$ cat config.mk
export PLATFORM = sky130hd
export DESIGN_NAME = box_drawer
export DESIGN_NICKNAME = d
export VERILOG_FILES = /design/src/rtl/box_drawer.sv
export SDC_FILE = /design/constraint.sdc
export NUM_CORES = 1
export LEC_CHECK = 0
export ABC_AREA = 1
export CAP_MARGIN = 40
export CELL_PAD_IN_SITES_DETAIL_PLACEMENT = 1
export CELL_PAD_IN_SITES_GLOBAL_PLACEMENT = 1
export CORE_MARGIN = 3
export CORE_UTILIZATION = 30
export CTS_CLUSTER_SIZE = 16
export DETAILED_ROUTE_END_ITERATION = 16
export GPL_TIMING_DRIVEN = 1
export HOLD_SLACK_MARGIN = 0.06
export MAX_ROUTING_LAYER = met4
export PLACE_DENSITY = 0.74
export SYNTH_ARGS = -nofsm -noshare
export SYNTH_HDL_FRONTEND = slang
export SYNTH_SLANG_ARGS = --single-unit
$ cat constraint.sdc
create_clock -name clock -period 2.8 [get_ports clock]
set_clock_uncertainty 0.05 [all_clocks]
set_input_delay 0.56 -clock clock [delete_from_list [all_inputs] [get_ports clock]]
set_output_delay 0.56 -clock clock [all_outputs]
set_load 0.03 [all_outputs]
$ cat src/rtl/box_drawer.sv
// Erase/redraw engine feeding box pixels to the VGA adapter, one pixel per clock.
// Optional BOX_DRAWER_FLY_COLOUR_EN selects FLY_COLOUR for the box while flying.
module box_drawer #(
  parameter int unsigned BOX_X      = 20,
  parameter int unsigned BOX_SIZE   = 4,
  parameter int unsigned Y_MAX      = 119,
  parameter logic [2:0]  BG_COLOUR  = 3'b000,
  parameter logic [2:0]  BOX_COLOUR = 3'b110,
  parameter logic [2:0]  FLY_COLOUR = 3'b011
) (
  input  logic       clock,
  input  logic       resetn,
  input  logic       game_tick,
  input  logic [6:0] y_coordinate,
  input  logic       flying,
  output logic [7:0] x,
  output logic [6:0] y,
  output logic [2:0] colour,
  output logic       plot,
  output logic       busy,
  output logic       frame_done
);

  typedef enum logic [1:0] {S_IDLE, S_ERASE, S_DRAW, S_DONE} state_t;

  localparam logic [3:0] LAST = 4'(BOX_SIZE - 1);
  localparam logic [7:0] X0   = 8'(BOX_X);
  localparam logic [7:0] YLIM = 8'(Y_MAX);

  state_t     r_state;
  logic [3:0] r_cx, r_cy;
  logic [6:0] r_old_y, r_new_y;
  logic       r_drawn_valid;
  logic [7:0] r_x;
  logic [6:0] r_y;
  logic [2:0] r_colour;
  logic       r_plot, r_busy, r_frame_done;

  state_t     w_nx_state;
  logic [3:0] w_nx_cx, w_nx_cy;
  logic [6:0] w_nx_base;
  logic [2:0] w_nx_colour;
  logic       w_nx_walk;
  logic       w_last;
  logic [2:0] w_draw_colour;
  logic [7:0] w_row_wide;

`ifdef BOX_DRAWER_FLY_COLOUR_EN
  logic r_fly;
  always_comb begin
    // Entering DRAW straight from IDLE must use the value being latched this edge.
    if (r_state == S_IDLE) w_draw_colour = flying ? FLY_COLOUR : BOX_COLOUR;
    else                   w_draw_colour = r_fly  ? FLY_COLOUR : BOX_COLOUR;
  end
`else
  logic w_unused_flying;
  assign w_unused_flying = flying;
  assign w_draw_colour   = BOX_COLOUR;
`endif

  assign w_last = (r_cx == LAST) && (r_cy == LAST);

  // Next-pixel selection: outputs are registered alongside the state, so the
  // address computed here is the one presented during the following cycle.
  always_comb begin
    w_nx_state  = r_state;
    w_nx_cx     = r_cx;
    w_nx_cy     = r_cy;
    w_nx_base   = r_new_y;
    w_nx_colour = w_draw_colour;
    w_nx_walk   = 1'b0;
    case (r_state)
      S_IDLE: begin
        if (game_tick) begin
          w_nx_cx   = '0;
          w_nx_cy   = '0;
          w_nx_walk = 1'b1;
          if (r_drawn_valid) begin
            w_nx_state  = S_ERASE;
            w_nx_base   = r_old_y;
            w_nx_colour = BG_COLOUR;
          end else begin
            w_nx_state = S_DRAW;
            w_nx_base  = y_coordinate;
          end
        end
      end
      S_ERASE: begin
        w_nx_walk = 1'b1;
        if (w_last) begin
          w_nx_state = S_DRAW;
          w_nx_cx    = '0;
          w_nx_cy    = '0;
        end else begin
          w_nx_base   = r_old_y;
          w_nx_colour = BG_COLOUR;
          if (r_cx == LAST) begin
            w_nx_cx = '0;
            w_nx_cy = r_cy + 4'd1;
          end else begin
            w_nx_cx = r_cx + 4'd1;
          end
        end
      end
      S_DRAW: begin
        if (w_last) begin
          w_nx_state = S_DONE;
          w_nx_cx    = '0;
          w_nx_cy    = '0;
        end else begin
          w_nx_walk = 1'b1;
          if (r_cx == LAST) begin
            w_nx_cx = '0;
            w_nx_cy = r_cy + 4'd1;
          end else begin
            w_nx_cx = r_cx + 4'd1;
          end
        end
      end
      S_DONE: begin
        w_nx_state = S_IDLE;
        w_nx_cx    = '0;
        w_nx_cy    = '0;
      end
      default: w_nx_state = S_IDLE;
    endcase
  end

  // 8-bit row so that rows wrapping past 127 are still clipped.
  assign w_row_wide = {1'b0, w_nx_base} + {4'b0000, w_nx_cy};

  always_ff @(posedge clock) begin
    if (!resetn) begin
      r_state       <= S_IDLE;
      r_cx          <= '0;
      r_cy          <= '0;
      r_old_y       <= '0;
      r_new_y       <= '0;
      r_drawn_valid <= 1'b0;
      r_x           <= '0;
      r_y           <= '0;
      r_colour      <= '0;
      r_plot        <= 1'b0;
      r_busy        <= 1'b0;
      r_frame_done  <= 1'b0;
`ifdef BOX_DRAWER_FLY_COLOUR_EN
      r_fly         <= 1'b0;
`endif
    end else begin
      r_state      <= w_nx_state;
      r_cx         <= w_nx_cx;
      r_cy         <= w_nx_cy;
      r_busy       <= (w_nx_state != S_IDLE);
      r_frame_done <= (w_nx_state == S_DONE);
      if (r_state == S_IDLE && game_tick) begin
        r_new_y <= y_coordinate;
`ifdef BOX_DRAWER_FLY_COLOUR_EN
        r_fly   <= flying;
`endif
      end
      if (r_state == S_DONE) begin
        r_old_y       <= r_new_y;
        r_drawn_valid <= 1'b1;
      end
      if (w_nx_walk) begin
        r_x      <= X0 + {4'b0000, w_nx_cx};
        r_y      <= w_nx_base + {3'b000, w_nx_cy};
        r_colour <= w_nx_colour;
        r_plot   <= (w_row_wide <= YLIM);
      end else begin
        r_plot   <= 1'b0;
      end
    end
  end

  assign x          = r_x;
  assign y          = r_y;
  assign colour     = r_colour;
  assign plot       = r_plot;
  assign busy       = r_busy;
  assign frame_done = r_frame_done;

endmodule

After elaboration in Yosys (flattened, before gate mapping) --
Index checks and enable logic that the tools add are counted.
Word-level totals: bits in registers 46, output and inout bits 21, input bits 11, word-level logic and storage cells 54
Cells by class: add/subtract/negate cells 5, reduce and logical (&&, ||, !) cells 6, magnitude comparators 1, mux-type cells 24, eq/ne operators 6
Operator list (number):
- $mux W4 | 6
- $pmux W4 S3 | 2
- $mux W7 | 3
- $pmux W7 S2 | 1
- $mux W3 | 3
- $add A4 B1 Y4 const B | 2
- $add A7 B4 Y8 | 1
- $eq A4 B2 Y1 const B | 2
- $le A8 B7 Y1 const B | 1
- $mux W2 | 4
- $pmux W2 S4 | 1
- $add A7 B4 Y7 | 1
- $add A5 B4 Y6 const A | 1
- $eq A2 B2 Y1 const B | 3
- $pmux W3 S2 | 1
- $pmux W1 S3 | 1
- $eq A2 B1 Y1 const B | 1
- $logic_and A1 B1 Y1 | 2
- $logic_not A2 Y1 | 1
- $mux W1 | 2
- $reduce_and A2 Y1 | 1
- $reduce_bool A2 Y1 | 1
- $reduce_or A2 Y1 | 1

Logic depth before layout (Yosys ltp) --
Gate-level depths: netlist of the first run.
depth after elaboration 6, mapped depth 18, gate-level depth less buffers 18

Worst setup path before layout of the first run --
Ideal clock, no wire load.
kind register -> register, from reg r_cx[0], to reg r_plot, in the netlist plot, arrival time 2.542 ns, slack 0.088 ns, clock period less this slack 2.712 ns, buffers on the path 0, library setup time 0.119 ns, stages on the path, launching flop included 17, data required time 2.631 ns, cell sequence dfxtp_1 ha_1 nand2_2 nor2_4 nand2_2 inv_1 nor2_1 a21oi_1 o221ai_1 ha_1 fa_1 a31oi_1 inv_1 nand2_1 nand3_1 nor2_1 a21oi_1
On the way: cells in the longest elaborated chain, start to end 6, elaborated cells between the ends (all ways) 12, classes of those cells 1 x add/sub; 1 x order compare; 1 x eq/ne; 7 x mux; 2 x reduce/logical
Ends and longest elaborated chain:
- start: declaration | RTL line 31 | logic [3:0] r_cx, r_cy;
- start signal: assignment | RTL line 151 | r_cx <= w_nx_cx;
- $eq A4 B2 Y1 (*) | RTL line 61, 97, 112
- $mux W4 or $logic_and A1 B1 Y1 (tied branches) | RTL line 97, 112, 61
- $mux W4 or $mux W7 (tied branches) | RTL line 106, 90
- $pmux W4 S3 or $pmux W7 S2 (tied branches) | RTL line 72 | case (r_state)
- $add A7 B4 Y8 | RTL line 130 | assign w_row_wide = {1'b0, w_nx_base} + {4'b0000, w_nx_cy};
- $le A8 B7 Y1 | RTL line 169 | r_plot <= (w_row_wide <= YLIM);
- end signal: assignment | RTL line 169
- end: declaration | RTL line 37 | logic r_plot, r_busy, r_frame_done;
Mark *: on every way between the ends. The rest lies on a longest branch, timed or not. A chain may end at the register's enable or synchronous reset.

Worst setup path in the final report of the first run --
Ends and elaborated chain as after synthesis.

==> reports/metrics.yaml, run 1 <==
wire_per_inst_um: 13.78
grt_pass1_vias: 2333
min_period_over_period: 0.9372
clk_pin_slew_ns: 0.08
fmax_mhz: 381.1
die_h_um: 92.24
cp_slowest_cell: "dfxtp_4"
nFillCells: 906
p_sw_frac: 0.4339
worstPathArrival_ns: 2.76
cap_violations: 0
drc: 0
clock_sinks: 42
ys_warn_count: 0
cts_root_buffer: "clkbuf_8"
end_kind: "register"
ant_nets: 0
hold_viol: 0
antenna_found_initial: 0
drt_iter0_markers: 55
p_seq_frac: 0.311
dieArea_um2: 8507
critPathLaunchType: "register"
combPwrFrac: 0.557
switchingPower_mw: 1.215
total_power_mw: 2.801
cp_slowest_stage_delay_ns: 0.37
synthArstFlopShare: 0
cp_max_fo: 4
dpl-instance-area_um2: 2808
diodes: 0
row_count: 30
ir_drop_mv: 0.3252
overflow: 0
die_x_um: 92.24
netlist_instances: 310
layout.nets: 395
finalMaxSlewViolations: 0
io_pins: 32
htreeDepth: 2
place_congestion: 0.8152
yosys-top-cells-count: "54 x nand2_1, 42 x dfxtp_1, 41 x inv_1"
clock_latency_ns: 0.29
synth_seq_area_share: 0.3769
grt_usage: 0.1628
status: "complete, no violations"
synth_top_flop_cell: "dfxtp_1"
cts_tree: "built"
synth_enable_flop_cells: 0
grt_max_degree: 27
finalSetupViolCount: 0
clkPwrFrac: 0.132
wl_met1_mm: 2.781
path_cells: "ha_4, nand2_2, nor2_4, buf_4, nand3_2, nand2_2, nor2_4, o221ai_1, ha_2, fa_2, a31oi_4, inv_2, nand2_1, nand3_1, nor2_1, a21oi_1"
relSlewSlack: 0.6248
worst_slew_pin_slew_ns: 0.5622
yosysTopAreaCell: "dfxtp_1"
syn_area_um2: 2231
avgViaCountPerCell: 4.794
top_layer_used: "met4"
leakage_nw: 1.370
powerDensity_nw_per_um2: 923.6
syn2layout_area_growth_pct: 35.95
required_ns: 2.93
grt_pass1_wl_mm: 10.78
clockBufferDepth: 2
coreArea_um2: 6982
synth.most_common_cell: "nand2_1"
min_period_ns: 2.624
synth_area_leaders: "dfxtp_1 38%, nand2_1 9.1%, a21oi_1 7.0%, inv_1 6.9%, ha_1 6.7%"
yosys_register_bits: 42
synth.avg_cell_area_um2: 7.196
wl_met3_um: 194
internal_power_mw: 1.586
dr.pass1.iters: 4
drt_wl_total_mm: 6.433
dp_hpwl_mm: 4.856
num_vias: 2239
cts_made_buffers: 5
worstSetupPathType: "register to register"
wl_met2_mm: 3.352
initial_core_util: 0.3195
ys_types: 33
yosysTopAreaCellShare: 0.3769
design_area_um2: 3033
hold_path_class: "register to register"
io_buffers: 27
ctsHoldBuffers: 0
layout-drive-gt1-share: 0.2183
==> cells by family after synthesis <==
kind of cell,share of synthesized area
simple gates,0.2272
compound gates,0.1845
buf+inv,0.1099
flops,0.3769
fa+ha+maj,0.07627
xor+xnor,0.02356
other cells,0.001681
==> worst max-delay path, delay by kind of cell, from the launching register on <==
family,cells,cell delay [ns]
DFF,1,0.37
adders and majority gates,3,0.75
AOI/OAI and AO/OA,3,0.42
buffers and inverters,2,0.20
and+or+nand+nor,8,0.70
==> power groups by stage <==
stage / Sequential, mW / Combinational, mW / Clock (mW)
6_report: 0.872 / 1.56 / 0.369
3_3_place_gp: 0.866 / 1.42 / 0
4_1_cts: 0.860 / 1.50 / 0.389
5_1_grt: 0.896 / 1.73 / 0.410
2_1_floorplan: 1.07 / 0.683 / 0
3_5_place_dp: 0.873 / 1.47 / 0
==> per-stage QoR <==
step / utilization / cells / setup TNS (ns) / hold slack (ns) / setup slack (ns)
2_1_floorplan: - / 312 / 0 / 0.3990 / 0.08849
3_3_place_gp: 0.4022 / 457 / -0.7874 / 0.4046 / -0.2725
3_5_place_dp: 0.4022 / 457 / -1.142 / 0.4277 / -0.3262
4_1_cts: 0.4172 / 465 / 0 / 0.4392 / 0.02390
5_1_grt: 0.4344 / 467 / -0.01969 / 0.4564 / -0.01969
6_report: 0.4344 / 467 / 0 / 0.4269 / 0.1760
==> final timing paths <==
check,from,to,slack (ns),cells past startpoint
max reg2reg,r_cx[0],plot,0.18,16
max,r_cx[0],plot,0.18,16
min reg2reg,x[4],x[4],0.43,2
min,x[4],x[4],0.43,2
==> metal layers <==
metal | vias to the layer above | global-route usage
met4 | 0 | 0.05569
li1 | 1114 | -
met3 | 11 | 0.03117
met1 | 1081 | 0.1821
met2 | 33 | 0.2895
met5 | - | -
==> sequential cells by signal, summed over array words and instances (netlist names) <==
signal	flops
x	6
r_new_y	7
busy	1
colour	1
frame_done	1
r_cx	4
r_old_y	7
r_drawn_valid	1
r_cy	4
r_state	2
plot	1
y	7
==> placed cells by master (no fill, tap or decap), types with 5 or more instances in the layout <==
master            n
nor2_1           27
ha_1              7
clkdlybuf4s50_1  26
buf_4            37
o21ai_0          29
nand3_1          20
inv_1            39
dfxtp_1          38
a21oi_1          29
nand2_1          53
clkbuf_8          5
inv_2             6
nand2_2           6
==> what timing repair did <==
| action | in CTS | in global routing |
|---|---|---|
| setup endpoints to repair | 3 | 6 |
| resized for setup | 5 | 30 |
| buffers inserted | 1 | 2 |
| pin swaps | 1 | 5 |
| gates cloned | 0 | 0 |
==> final cells by class <==
type                       instances  area (um^2)  area share
timing repair buffer              64        550.5      0.1815
tap                               96        120.1     0.03960
multi-input combinational        213         1266      0.4175
inverter                          45        168.9     0.05569
clock buffer                       7        76.32     0.02517
sequential                        42        850.8      0.2805
(Power assumes the default switching activity.)
==> run 2, diff against run 1 <==
- PLACE_DENSITY: 0.74 -> 0.69
==> run 2 against run 1 <==
Against the previous run: global-route usage shrank 1.4 points; worst hold slack lost 0.0069 ns; wire length fell by 7.4%; count of clock-buffer cells in the layout did not move; sequential power is 2.3% lower; via count decreased by 3.0%; cell count rose by 0.21%; die area did not move; critical path type is now input port to register; critical endpoint unchanged; largest cell class unchanged; highest routed layer unchanged.
==> reports/metrics.yaml, run 2 (synthesized netlist as in run 1, its figures left out) <==
critPathLaunchType: "input port"
layout-drive-gt1-share: 0.2151
min_period_ns: 2.602
layout.nets: 396
io_pins: 32
wire_per_inst_um: 12.73
place_congestion: 0.8035
grt_max_degree: 27
worst_slew_pin_slew_ns: 0.6039
finalMaxSlewViolations: 0
worstSetupPathType: "input port to register"
clockBufferDepth: 2
min-delay-start: "x[4]"
status: "complete, no violations"
relSlewSlack: 0.5970
drt_iter0_markers: 42
cp_max_fo: 5
htreeDepth: 2
grt_usage: 0.1484
hold_path_class: "register to register"
avgViaCountPerCell: 4.639
final_cell_mix: "52 x nand2_1, 40 x inv_1, 39 x dfxtp_1, 38 x buf_4, 30 x o21ai_0"
row_count: 30
finalSetupViolCount: 0
ant_nets: 0
r2r_start: "r_cx[0]"
dp_hpwl_mm: 4.637
clock_sinks: 42
cts_root_buffer: "clkbuf_8"
cap_violations: 0
cts_tree: "built"
antenna_found_initial: 0
grt_pass1_wl_mm: 9.880
layout_commonest_cell: "nand2_1"
clk_pin_slew_ns: 0.07
cts_made_buffers: 5
end_kind: "register"
rsz0062_at_grt: "true"
fmax_mhz: 384.3
instances_no_fill: 468
r2r_setup_slack_ns: 0.22
dp_cells: 458
powerDensity_nw_per_um2: 922.4
overflow: 0
hold_end: "x[4]"
die_x_um: 92.24
hold_viol: 0
coreArea_um2: 6982
ctsHoldBuffers: 0
num_vias: 2171
fin_ws_ns: 0.1976
ir_drop_mv: 0.3278
die_h_um: 92.24
dpl_worst_slack_ns: -0.3332
dieArea_um2: 8507
min_period_over_period: 0.9294
worstPathArrival_ns: 2.74
drt_wl_total_mm: 5.959
min_path_cells: 2
syn2layout_area_growth_pct: 35.39
leakage_nw: 1.366
drc: 0
dr.pass1.iters: 4
grt_pass1_vias: 2132
clock_latency_ns: 0.29
ff2ff_path_depth: 16
required_ns: 2.93
initial_core_util: 0.3195
io_buffers: 27
diodes: 0
timing.rr.end: "plot"
-- run 2: changes by cell type in the layout (fill, tap and decap cells not counted), sizes merged --
cell	delta
buf	+1
clkdlybuf4s50	+1
dlymetal6s2s	-1
-- run 2: repair_timing --
item	4_1_cts	5_1_grt
gates cloned	0	0
setup buffers	0	3
pin swaps	0	7
resized for setup	4	22
endpoints found under the setup margin	3	5
hold endpoints to repair	0	0
-- run 2: worst max path at each step --
stage | depth (start not counted) | slack, ns | startpoint | endpoint
floorplan | 16 | 0.09 | r_cx[0] | plot
global placement | 12 | -0.28 | game_tick | plot
detailed placement | 12 | -0.33 | game_tick | plot
CTS | 16 | 0.02 | r_cx[0] | plot
global route | 18 | -0.003 | r_cx[1] | plot
finish | 13 | 0.20 | game_tick | plot
-- run 2: metal layers --
metal / vias to the layer above / global-route usage / part of all wire
met3: 7 / 0.02707 / 0.031
met5: - / - / 0
met1: 1016 / 0.1779 / 0.46
met4: 0 / 0.04084 / 0.010
li1: 1118 / - / -
met2: 30 / 0.2555 / 0.50
-- run 2: cell type report --
class | count | area, um^2
well taps | 96 | 120.1
flip-flops and latches | 42 | 844.6
multi-input cells | 213 | 1255
repair buffers | 65 | 555.5
clock buffers | 7 | 76.32
fillers | 900 | 3961
inverters | 45 | 168.9
-- run 2: stage by stage --
step | TNS, ns | util | total power, mW | cell area [um^2] | hold slack [ns]
after global placement | -0.8674 | 0.4032 | 2.321 | 2815 | 0.4052
after global routing | -0.002535 | 0.4326 | 3.013 | 3020 | 0.4623
after CTS | 0 | 0.4167 | 2.751 | 2909 | 0.4268
after detailed placement | -1.287 | 0.4032 | 2.355 | 2815 | 0.4151
after floorplan | 0 | - | 1.758 | 2238 | 0.3990
final | 0 | 0.4326 | 2.786 | 3020 | 0.4200
-- run 2: power breakdown --
part	total (mW)	switching, mW	internal [mW]	leakage (nW)
Combinational	1.56	0.913	0.652	0.982
Clock	0.369	0.197	0.172	0.0383
Sequential	0.852	0.0849	0.767	0.346
Total	2.79	1.20	1.59	1.37
-- run 2: worst max-delay path, stage by stage --
cell             delay [ns]
clkdlybuf4s50_1        0.49
nand2_1                0.13
inv_1                  0.07
a21oi_2                0.16
buf_4                  0.15
o221ai_2               0.15
fa_1                   0.48
a31oi_4                0.18
inv_2                  0.06
nand2_1                0.08
nand3_1                0.07
nor2_1                 0.09
a21oi_1                0.06
==> run 3, diff against run 2 <==
- CELL_PAD_IN_SITES_DETAIL_PLACEMENT: 1 -> 2
- CELL_PAD_IN_SITES_GLOBAL_PLACEMENT: 1 -> 2
- CORE_UTILIZATION: 30 -> 27
- CTS_BUF_LIST: default -> sky130_fd_sc_hd__clkbuf_8 sky130_fd_sc_hd__clkbuf_16
- GPL_TIMING_DRIVEN: 1 -> 0
- PLACE_DENSITY: 0.69 -> 0.77
==> run 3 against run 2 <==
Against the previous run: cell area increased by 2.6%; flip-flop and latch count unchanged; worst hold slack improved by 0.0035 ns; sequential power increased by 3.1%; count of clock-buffer cells in the layout increased by 1; non-clock buffer count decreased by 6; die area increased by 10%; clock power increased by 28%; sequential share of layout area decreased by 0.19 points; register-to-register slack got worse by 0.15 ns; combinational power increased by 6%; global-route usage increased by 1.4 points; largest power group unchanged.
==> reports/metrics.yaml, run 3 (synthesized netlist as in run 1, its figures left out) <==
status: "complete, no violations"
io_pins: 32
r2r_start: "r_cx[0]"
dp_cells: 441
worst_slew_pin_slew_ns: 0.5815
worstPathArrival_ns: 2.88
rsz0062_at_grt: "true"
dpl-instance-area_um2: 2636
drt_wl_total_mm: 7.590
min_period_over_period: 0.9759
r2r_setup_slack_ns: 0.07
die_h_um: 96.90
cts_tree: "built"
ir_drop_mv: 0.3158
critPathLaunchType: "register"
holdWs_ns: 0.4235
finalMaxSlewViolations: 0
diodes: 0
die_x_um: 96.90
worstSetupPathType: "register to register"
instances_no_fill: 469
wire_per_inst_um: 16.18
place_congestion: 0.7778
syn2layout_area_growth_pct: 38.92
final_cell_mix: "52 x nand2_1, 36 x dfxtp_1, 34 x inv_1, 30 x o21ai_0, 29 x a21oi_1"
layout.nets: 390
powerDensity_nw_per_um2: 967.0
fmax_mhz: 366.0
ctsHoldBuffers: 0
end_kind: "register"
clock_sinks: 42
dr.pass1.iters: 4
design_area_um2: 3099
ff2ff_path_depth: 16
hold_viol: 0
setup.worst_path.end: "plot"
cp_max_fo: 8
leakage_nw: 1.364
dp_hpwl_mm: 5.249
timing.rr.end: "plot"
grt_pass1_wl_mm: 11.94
antenna_found_initial: 0
avgViaCountPerCell: 4.763
required_ns: 2.95
cts_made_buffers: 5
ant_nets: 0
total_power_mw: 2.997
relSlewSlack: 0.6123
drc: 0
io_buffers: 27
layout-drive-gt1-share: 0.2234
hold_path_class: "register to register"
row_count: 32
grt_usage: 0.1620
htreeDepth: 2
clockBufferDepth: 2
coreArea_um2: 7888
cts_root_buffer: "clkbuf_8"
layout_commonest_cell: "nand2_1"
clk_pin_slew_ns: 0.08
critPathLaunch: "r_cx[0]"
fin_setup_tns_ns: 0
num_vias: 2234
drt_iter0_markers: 25
cap_violations: 0
min_period_ns: 2.732
overflow: 0
nFillCells: 905
finalSetupViolCount: 0
initial_core_util: 0.2828
clock_latency_ns: 0.31
dieArea_um2: 9390
grt_pass1_vias: 2376
grt_max_degree: 13
## run 3: power by group
| part | leakage, nW | total [mW] | switching [mW] | internal, mW |
|---|---|---|---|---|
| clock network | 0.0575 | 0.472 | 0.223 | 0.249 |
| registers | 0.349 | 0.878 | 0.106 | 0.773 |
| logic | 0.958 | 1.65 | 0.994 | 0.652 |
## run 3: cell type report
class,instances,area [um^2],share of cell area
well taps,102,127.6,0.04118
multi-input cells,213,1321,0.4263
repair buffers,47,422.9,0.1365
inverters,45,173.9,0.05612
clock buffers,8,110.1,0.03553
flip-flops and latches,42,860.8,0.2778
plain buffers,12,82.58,0.02665
## run 3: routing by layer
metal	global-route usage	share of wire	vias to the layer above
li1	-	-	1109
met1	0.1924	0.43	1091
met2	0.2861	0.53	29
met3	0.03461	0.027	5
met4	0.02592	0.0062	0
met5	-	0	-
## run 3: worst min-delay path by stage
stage                          start         end  slack (ns)  cells after the start
final                           x[4]        x[4]        0.42                      2
after global routing            x[4]        x[4]        0.46                      2
after CTS                       x[4]        x[4]        0.43                      2
after detailed placement        x[4]        x[4]        0.42                      2
after global placement          x[4]        x[4]        0.41                      2
after floorplan           r_new_y[0]  r_new_y[0]        0.40                      2
## run 3: repair_timing
item,4_1_cts,5_1_grt
pin swaps,5,13
buffers inserted,6,14
gates resized for setup,29,28
endpoints found under the setup margin,7,6
## run 3: worst max-delay path, cell delays in order, from the launching register on
cell	delay (ns)
dfxtp_4	0.36
ha_4	0.16
nand2_2	0.08
nor2_4	0.05
buf_6	0.14
nand3_4	0.09
nand2_4	0.09
nor2_4	0.16
o221ai_2	0.17
ha_2	0.24
fa_2	0.42
a31oi_4	0.22
inv_2	0.07
nand2_2	0.08
nand3_1	0.08
nor2_1	0.11
a21oi_1	0.06
## run 3: metrics by stage
stage               utilization  worst slack [ns]
floorplan                     -           0.08849
global placement         0.3342           -0.6634
detailed placement       0.3342           -0.7228
CTS                      0.3658          0.002657
global route             0.3929          -0.06184
finish                   0.3929           0.06755
